--- config.mk ---
export PLATFORM = sky130hd
export DESIGN_NAME = uart_tx_arbiter
export DESIGN_NICKNAME = d
export VERILOG_FILES = /design/src/rtl/uart_tx_arbiter.sv
export SDC_FILE = /design/constraint.sdc
export NUM_CORES = 1
export LEC_CHECK = 0
export BUFFER_PORTS_ARGS = -buffer_cell sky130_fd_sc_hd__buf_2
export CAP_MARGIN = 5
export CORE_MARGIN = 3
export CORE_UTILIZATION = 47
export CTS_BUF_LIST = sky130_fd_sc_hd__clkbuf_8
export DETAILED_ROUTE_END_ITERATION = 8
export HOLD_SLACK_MARGIN = 0.15
export PLACE_DENSITY = 0.79
export RECOVER_POWER = 50
export SLEW_MARGIN = 40
export SYNTH_ARGS = -nofsm -noshare
export SYNTH_HDL_FRONTEND = slang
export SYNTH_SLANG_ARGS = --single-unit
export TNS_END_PERCENT = 30
--- constraint.sdc ---
create_clock -name clk -period 2.78 [get_ports clk]
set_clock_uncertainty 0.15 [all_clocks]
set_input_delay 0.139 -clock clk [delete_from_list [all_inputs] [get_ports clk]]
set_output_delay 0.139 -clock clk [all_outputs]
set_load 0.03 [all_outputs]
--- src/rtl/uart_tx_arbiter.sv ---
// Round-robin, message-granular arbiter sharing one UART transmitter among NREQ sources.
// Each byte is issued with a write_en strobe and paced by the transmitter's tx_busy rise and fall.
module uart_tx_arbiter #(
    parameter int unsigned NREQ    = 4,
    parameter int unsigned BUSY_TO = 16
) (
    input  logic              clk,
    input  logic              rst_n,
    input  logic [NREQ-1:0]   req_valid,
    input  logic [8*NREQ-1:0] req_data,
    input  logic [NREQ-1:0]   req_last,
    output logic [NREQ-1:0]   req_ready,
    output logic [NREQ-1:0]   grant,
    output logic [7:0]        write_data,
    output logic              write_en,
    input  logic              tx_busy,
    output logic              err_timeout
);

    localparam int unsigned PTR_W = (NREQ > 1) ? $clog2(NREQ) : 1;
    localparam int unsigned CNT_W = $clog2(BUSY_TO) + 1;

    localparam logic [1:0] IDLE    = 2'd0;
    localparam logic [1:0] WAIT_HI = 2'd1;
    localparam logic [1:0] WAIT_LO = 2'd2;

    logic [1:0]       state_q, state_d;
    logic [PTR_W-1:0] ptr_q, ptr_d;
    logic             lock_q, lock_d;
    logic             last_q, last_d;
    logic [CNT_W-1:0] cnt_q, cnt_d;
    logic             busy_q;
    logic [NREQ-1:0]  grant_q, grant_d;
    logic [NREQ-1:0]  ready_q, ready_d;
    logic [7:0]       wdata_q, wdata_d;
    logic             we_q, we_d;
    logic             to_q, to_d;

    logic [7:0]       req_byte [NREQ];
    logic             rr_found;
    logic [PTR_W-1:0] rr_idx;
    logic             issue;
    logic             done;
    logic [PTR_W-1:0] sel;

    assign grant       = grant_q;
    assign req_ready   = ready_q;
    assign write_data  = wdata_q;
    assign write_en    = we_q;
    assign err_timeout = to_q;

    // Unpack the flat request data bus into per-source bytes
    always_comb begin
        for (int unsigned i = 0; i < NREQ; i++) begin
            req_byte[i] = req_data[8*i +: 8];
        end
    end

    // Round-robin search starting just after the last owner
    always_comb begin
        rr_found = 1'b0;
        rr_idx   = ptr_q;
        for (int unsigned k = 1; k <= NREQ; k++) begin
            logic [PTR_W-1:0] idx;
            idx = PTR_W'((32'(ptr_q) + k) % NREQ);
            if (!rr_found && req_valid[idx]) begin
                rr_found = 1'b1;
                rr_idx   = idx;
            end
        end
    end

    // Next-state and registered-output logic
    always_comb begin
        state_d = state_q;
        ptr_d   = ptr_q;
        lock_d  = lock_q;
        last_d  = last_q;
        cnt_d   = cnt_q;
        grant_d = grant_q;
        ready_d = '0;
        wdata_d = wdata_q;
        we_d    = 1'b0;
        to_d    = 1'b0;
        issue   = 1'b0;
        done    = 1'b0;
        sel     = ptr_q;

        case (state_q)
            IDLE: begin
                if (lock_q) begin
                    sel   = ptr_q;
                    issue = req_valid[ptr_q];
                end else begin
                    sel   = rr_idx;
                    issue = rr_found;
                end
                if (issue) begin
                    ptr_d   = sel;
                    lock_d  = 1'b1;
                    grant_d = NREQ'(1) << sel;
                    ready_d = NREQ'(1) << sel;
                    wdata_d = req_byte[sel];
                    we_d    = 1'b1;
                    last_d  = req_last[sel];
                    cnt_d   = '0;
                    state_d = WAIT_HI;
                end
            end
            WAIT_HI: begin
                if (tx_busy) begin
                    state_d = WAIT_LO;
                end else if (cnt_q == CNT_W'(BUSY_TO - 1)) begin
                    to_d = 1'b1;
                    done = 1'b1;
                end else begin
                    cnt_d = cnt_q + CNT_W'(1);
                end
            end
            WAIT_LO: begin
                if (!tx_busy && busy_q) begin
                    done = 1'b1;
                end
            end
            default: begin
                state_d = IDLE;
            end
        endcase

        // A byte completes on tx_busy fall or timeout; only a last byte ends the message
        if (done) begin
            state_d = IDLE;
            if (last_q) begin
                lock_d  = 1'b0;
                grant_d = '0;
            end
        end
    end

    always_ff @(posedge clk or negedge rst_n) begin
        if (!rst_n) begin
            state_q <= IDLE;
            ptr_q   <= PTR_W'(NREQ - 1);
            lock_q  <= 1'b0;
            last_q  <= 1'b0;
            cnt_q   <= '0;
            busy_q  <= 1'b0;
            grant_q <= '0;
            ready_q <= '0;
            wdata_q <= '0;
            we_q    <= 1'b0;
            to_q    <= 1'b0;
        end else begin
            state_q <= state_d;
            ptr_q   <= ptr_d;
            lock_q  <= lock_d;
            last_q  <= last_d;
            cnt_q   <= cnt_d;
            busy_q  <= tx_busy;
            grant_q <= grant_d;
            ready_q <= ready_d;
            wdata_q <= wdata_d;
            we_q    <= we_d;
            to_q    <= to_d;
        end
    end

endmodule

==> results of run 1 <==
-- through the flow --
stage          total power [W]  worst slack [ps]
2_1_floorplan          0.00176               176
3_3_place_gp           0.00200               246
3_5_place_dp           0.00204               201
5_1_grt                0.00257              68.6
6_report               0.00240               189
4_1_cts                0.00242               191
-- worst max-delay path by stage --
stage,from,to,cells after the start
after global routing,ptr_q[1],last_q,8
after global placement,ptr_q[1],write_data[6],8
after CTS,ptr_q[1],write_data[2],6
final,ptr_q[1],write_data[3],6
after detailed placement,ptr_q[1],write_data[2],6
after floorplan,ptr_q[1],last_q,7
-- state kept, by name, indices dropped and copies added (netlist names) --
register     count
last_q           1
err_timeout      1
write_data       8
lock_q           1
grant            4
state_q          2
req_ready        4
write_en         1
ptr_q            2
busy_q           1
cnt_q            5
-- worst register-to-register path, cell delays in order, from the launching register on --
cell and delay, ps:
dfstp_2 560, or4b_1 430, a2bb2oi_1 150, a21oi_1 180, mux2_4 410, mux4_2 310
mux2_2 280
-- cell usage in the layout (no fill, tap or decap), types with 2 or more instances in the layout --
master,count
buf_2,50
inv_1,11
mux2_4,5
dfstp_2,2
buf_4,4
a21oi_1,12
dfrtp_1,28
nand2_1,14
mux2i_1,3
o21ai_0,6
clkbuf_8,6
clkbuf_1,10
dlygate4sd3_1,8
nor3b_1,2
ha_1,6
o41ai_1,2
nor2_1,7
mux2_2,5
mux4_2,5
nand2b_1,4
nand3b_1,3
mux4_1,5
nand3_1,3
-- final cells by class --
cell class                      instances  share of cell area
Inverter                               12              0.0223
Tap cell                               46              0.0257
Clock inverter                          2             0.00558
Timing Repair Buffer                   72               0.177
Clock buffer                            6              0.0368
Sequential cell                        30               0.336
Multi-Input combinational cell         99               0.397
-- power by group --
part	internal (W)	switching [W]	leakage, nW
combinational	0.000594	0.000722	0.660
sequential	0.000606	0.000116	0.375
clock	0.000199	0.000163	0.0472
-- routing by layer --
layer	global-route usage	share of wire	up-vias	routed length [µm]
met5	0	0	-	0
met1	0.203	0.39	663	1470
met4	0.0759	0.015	0	57
li1	-	-	683	-
met2	0.343	0.52	55	1960
met3	0.0658	0.078	4	295
-- logic make-up (layout without fill, tap and decap cells) --
group | Yosys count | after routing | synth area share
AO/OA/AOI/OAI | 29 | 29 | 0.107
adder cells (fa/ha/maj) | 6 | 6 | 0.0430
buffers and inverters | 19 | 92 | 0.0595
flip-flops | 30 | 30 | 0.431
multiplexers | 23 | 23 | 0.232
AND/OR/NAND/NOR | 41 | 41 | 0.128
==> impl_metrics.ini, run 1 <==
[place]
numPortBuffers = 60
place_inst = 251
gp_congestion = 0.743
hpwl_um = 2720
place_area_um2 = 2080

[cells_and_area]
final_core_util = 0.647
design_area_um2 = 2240
fill_cells = 309
num_antenna_cells = 0
layout-drive-gt1-share = 0.385
syn2layout_area_growth_pct = 28.4
fin_cells = 267
final-seq-area_um2 = 753
multi_input_area_um2 = 890
fin_nets = 269

[critical_path]
start_kind = register
cp_top_family = multiplexers
r2r-start = ptr_q[1]
critPathMaxStageDelay_ps = 560
crit_required_ps = 2790
crit_chain = or4b_1 -> a2bb2oi_1 -> a21oi_1 -> mux2_4 -> mux4_2 -> mux2_2
arrival_ps = 2610
crit_path_end_kind = register
reg2reg_to = write_data[3]
cp_max_fo = 14
critical_path_buf_inv_count = 0
cpMaxStageDelayCell = dfstp_2
reg2reg_slack_ps = 190
path_class = register to register
r2r_cells = 6

[die]
core_um2 = 3470
die_area_um2 = 4480
die_h_um = 67.0
rows = 21
die_w_um = 67.0
start_util = 0.504
pin_count = 61

[logic_synthesis]
yosysWarnings = 0
synth_ff_type = dfrtp_1
syn_area_um2 = 1750
synth_most_common_cell = dfrtp_1
synth_top_area_share = 0.401
yosys-top-cells-count = dfrtp_1, nand2_1, a21oi_1
syn-instance-count = 148
syn_area_per_cell_um2 = 11.8
synth_cell_type_count = 41
syn-num-nets = 197
synth_seq_cells = 30
synth_edf_count = 0
yosys-top-cells-area = dfrtp_1, mux4_1, mux4_2, ha_1, mux2_4
synth_area_leader_cell = dfrtp_1
ys_seq_area_frac = 0.431
synthArstFlopShare = 1.00

[clocking]
postCtsSetupRepairBufs = 0
ctsHtreeMaxLevel = 2
cts_made_buffers = 5
clkTransAtPathRegs_ps = 60
hold_buffers = 8
clk_latency_ps = 280
tritoncts = done
cts_root_buf = clkbuf_8
cts.path.max_buffers = 2
clkSinkCount = 30
cts_resized = 0

[drt]
via_count = 1405
drt_drc_violations_left = 0
vias_per_cell = 5.26
drtAntennaViolNets = 0
wl_per_cell_um = 14.2
initialDrtViolationCount = 69
drt_wl_total_um = 3790
first_pass_iters = 4

[pwr]
power.leakage_nw = 1.08
ir_drop_uv = 550
power_density_nw_per_um2 = 1070

[outcome]
failed_checks = max-capacitance violations, max-slew violations
status = finished, violations left

[global_route]
grtUsageTotal = 0.191
grt_overflow_total = 0
grt_pass1_wl_um = 6240
grt_pass1_vias = 1423
grt_start_max_net_pins = 31
grt_antenna_before_repair = 0

[sta]
holdWs_ps = 160
tns_ps = 0
worstMarginPinSlew_ps = 1590
drv_slew = 31
setup_viol = 0
timing.final.crit_share = 0.932
fin_crit_ps = 2590
hold_violations = 0
fmax_mhz = 386
rsz0062_at_grt = no
slew_headroom = -0.0591

[min_path]
hp-start = req_data[15]
hold_path_depth = 3
whs_endpoint = write_data[7]
hp-class = input port to register

[job]
cap_violations = 1
No activity file was read; power rests on OpenSTA's default activity.
==> run 2, diff against run 1 <==
CELL_PAD_IN_SITES_DETAIL_PLACEMENT = 0   (was not set)
CELL_PAD_IN_SITES_GLOBAL_PLACEMENT = 1   (was not set)
CORE_UTILIZATION = 36   (was 47)
MAX_ROUTING_LAYER = met4   (was not set)
PLACE_DENSITY = not set   (was 0.79)
PLACE_DENSITY_LB_ADDON = 0.1   (was not set)
==> impl_metrics.ini, run 2 (synthesis results as in run 1) <==
[outcome]
status = finished, violations left
failed_checks = max-capacitance violations, max-slew violations

[place]
place_ws_ps = 32.2
hpwl_um = 2770
numPortBuffers = 60
gp_congestion = 0.766

[global_route]
grt_start_max_net_pins = 31
grt_antenna_before_repair = 0
grt_pass1_wl_um = 6310
grtUsageTotal = 0.151
grt_pass1_vias = 1423
grt_overflow_total = 0

[pwr]
power_density_nw_per_um2 = 1060
power.leakage_nw = 1.05
p_total_w = 0.00234
ir_drop_uv = 577

[die]
die_h_um = 75.7
rows = 24
start_util = 0.388
pin_count = 61
die_area_um2 = 5720
core_um2 = 4500
die_w_um = 75.7

[critical_path]
critPathMaxStageDelay_ps = 590
r2r-start = ptr_q[1]
r2r_cells = 6
crit_required_ps = 2790
cpMaxStageDelayCell = dfstp_2
start_kind = register
cp_top_family = multiplexers
critical_path_buf_inv_count = 0
crit_path_end_kind = register
crit_chain = or4b_1 -> a2bb2oi_1 -> a21oi_1 -> mux2_4 -> mux4_2 -> mux2_2
reg2reg_slack_ps = 90
arrival_ps = 2690
path_class = register to register
reg2reg_to = write_data[1]
cp_max_fo = 14

[clocking]
tritoncts = done
cts.path.max_buffers = 2
cts_root_buf = clkbuf_8
cts_made_buffers = 5
clkTransAtPathRegs_ps = 60
ctsHtreeMaxLevel = 2
clk_latency_ps = 270
clkSinkCount = 30

[cells_and_area]
layout-drive-gt1-share = 0.356
largest_reg_flops = 8
layout_common_cells = buf_2, dfrtp_1, clkbuf_1
fin_nets = 268
final_common_cell = buf_2
fill_cells = 429
num_antenna_cells = 0
syn2layout_area_growth_pct = 26.7

[sta]
fmax_mhz = 372
fin_ws_ps = 94.4
tns_ps = 0
slew_headroom = -0.0546
setup_viol = 0
fin_crit_ps = 2690
worstMarginPinSlew_ps = 1580
hold_violations = 0
drv_slew = 31
rsz0062_at_grt = no
timing.final.crit_share = 0.966

[drt]
drt_wl_total_um = 3760
initialDrtViolationCount = 23
wl_per_cell_um = 13.9
vias_per_cell = 5.12
via_count = 1387
first_pass_iters = 4
drtAntennaViolNets = 0
drt_drc_violations_left = 0

[min_path]
hold_path_depth = 3
whs_endpoint = write_data[7]
hp-start = req_data[23]
hp-class = input port to register

[job]
cap_violations = 1
[run 2: cell type report]
type,instances,area (µm²),share of cell area
multi-input combinational,99,890,0.402
sequential,30,753,0.340
timing repair buffer,71,377,0.170
clock buffer,5,68.8,0.0311
tap,52,65.1,0.0294
inverter,12,50.0,0.0226
clock inverter,2,10.0,0.00452
[run 2: how the worst max path moves through the flow]
stage                   from             to  slack, ps  cells after the start
global route        ptr_q[1]  write_data[1]         10                      6
CTS                 ptr_q[1]  write_data[1]         10                      6
floorplan           ptr_q[1]         last_q        180                      7
finish              ptr_q[1]  write_data[1]         90                      6
global placement    ptr_q[1]  write_data[2]        150                      6
detailed placement  ptr_q[1]  write_data[1]         30                      6
[run 2: power breakdown]
group | switching, W | leakage (nW) | internal (W)
Clock | 0.000152 | 0.0438 | 0.000167
Combinational | 0.000715 | 0.636 | 0.000580
Sequential | 0.000118 | 0.375 | 0.000606
Total | 0.000986 | 1.05 | 0.00135
[run 2: repair_timing]
item / in CTS / in global routing
setup buffers: 0 / 3
endpoints found under the setup margin: 0 / 8
hold buffers: 6 / 0
resized for setup: 0 / 0
endpoints found under the hold margin: 33 / 0
[run 2: metrics by stage]
step	instance area, µm²	hold slack [ps]	util	cells
2_1_floorplan	1750	-307	-	148
5_1_grt	2210	163	0.491	271
6_report	2210	159	0.491	271
3_3_place_gp	2070	58.8	0.460	255
4_1_cts	2210	151	0.491	268
3_5_place_dp	2070	73.7	0.460	255
[run 2: routing by layer]
| layer | global-route usage | share of wire | up-vias |
|---|---|---|---|
| li1 | - | - | 678 |
| met1 | 0.178 | 0.42 | 646 |
| met2 | 0.246 | 0.50 | 57 |
| met3 | 0.0383 | 0.064 | 6 |
| met4 | 0.0583 | 0.015 | 0 |
| met5 | - | 0 | - |
[run 2: tightest hold or removal path, stage by stage]
cell	delay (ps)
buf_2	70
mux4_1	200
mux2_4	130
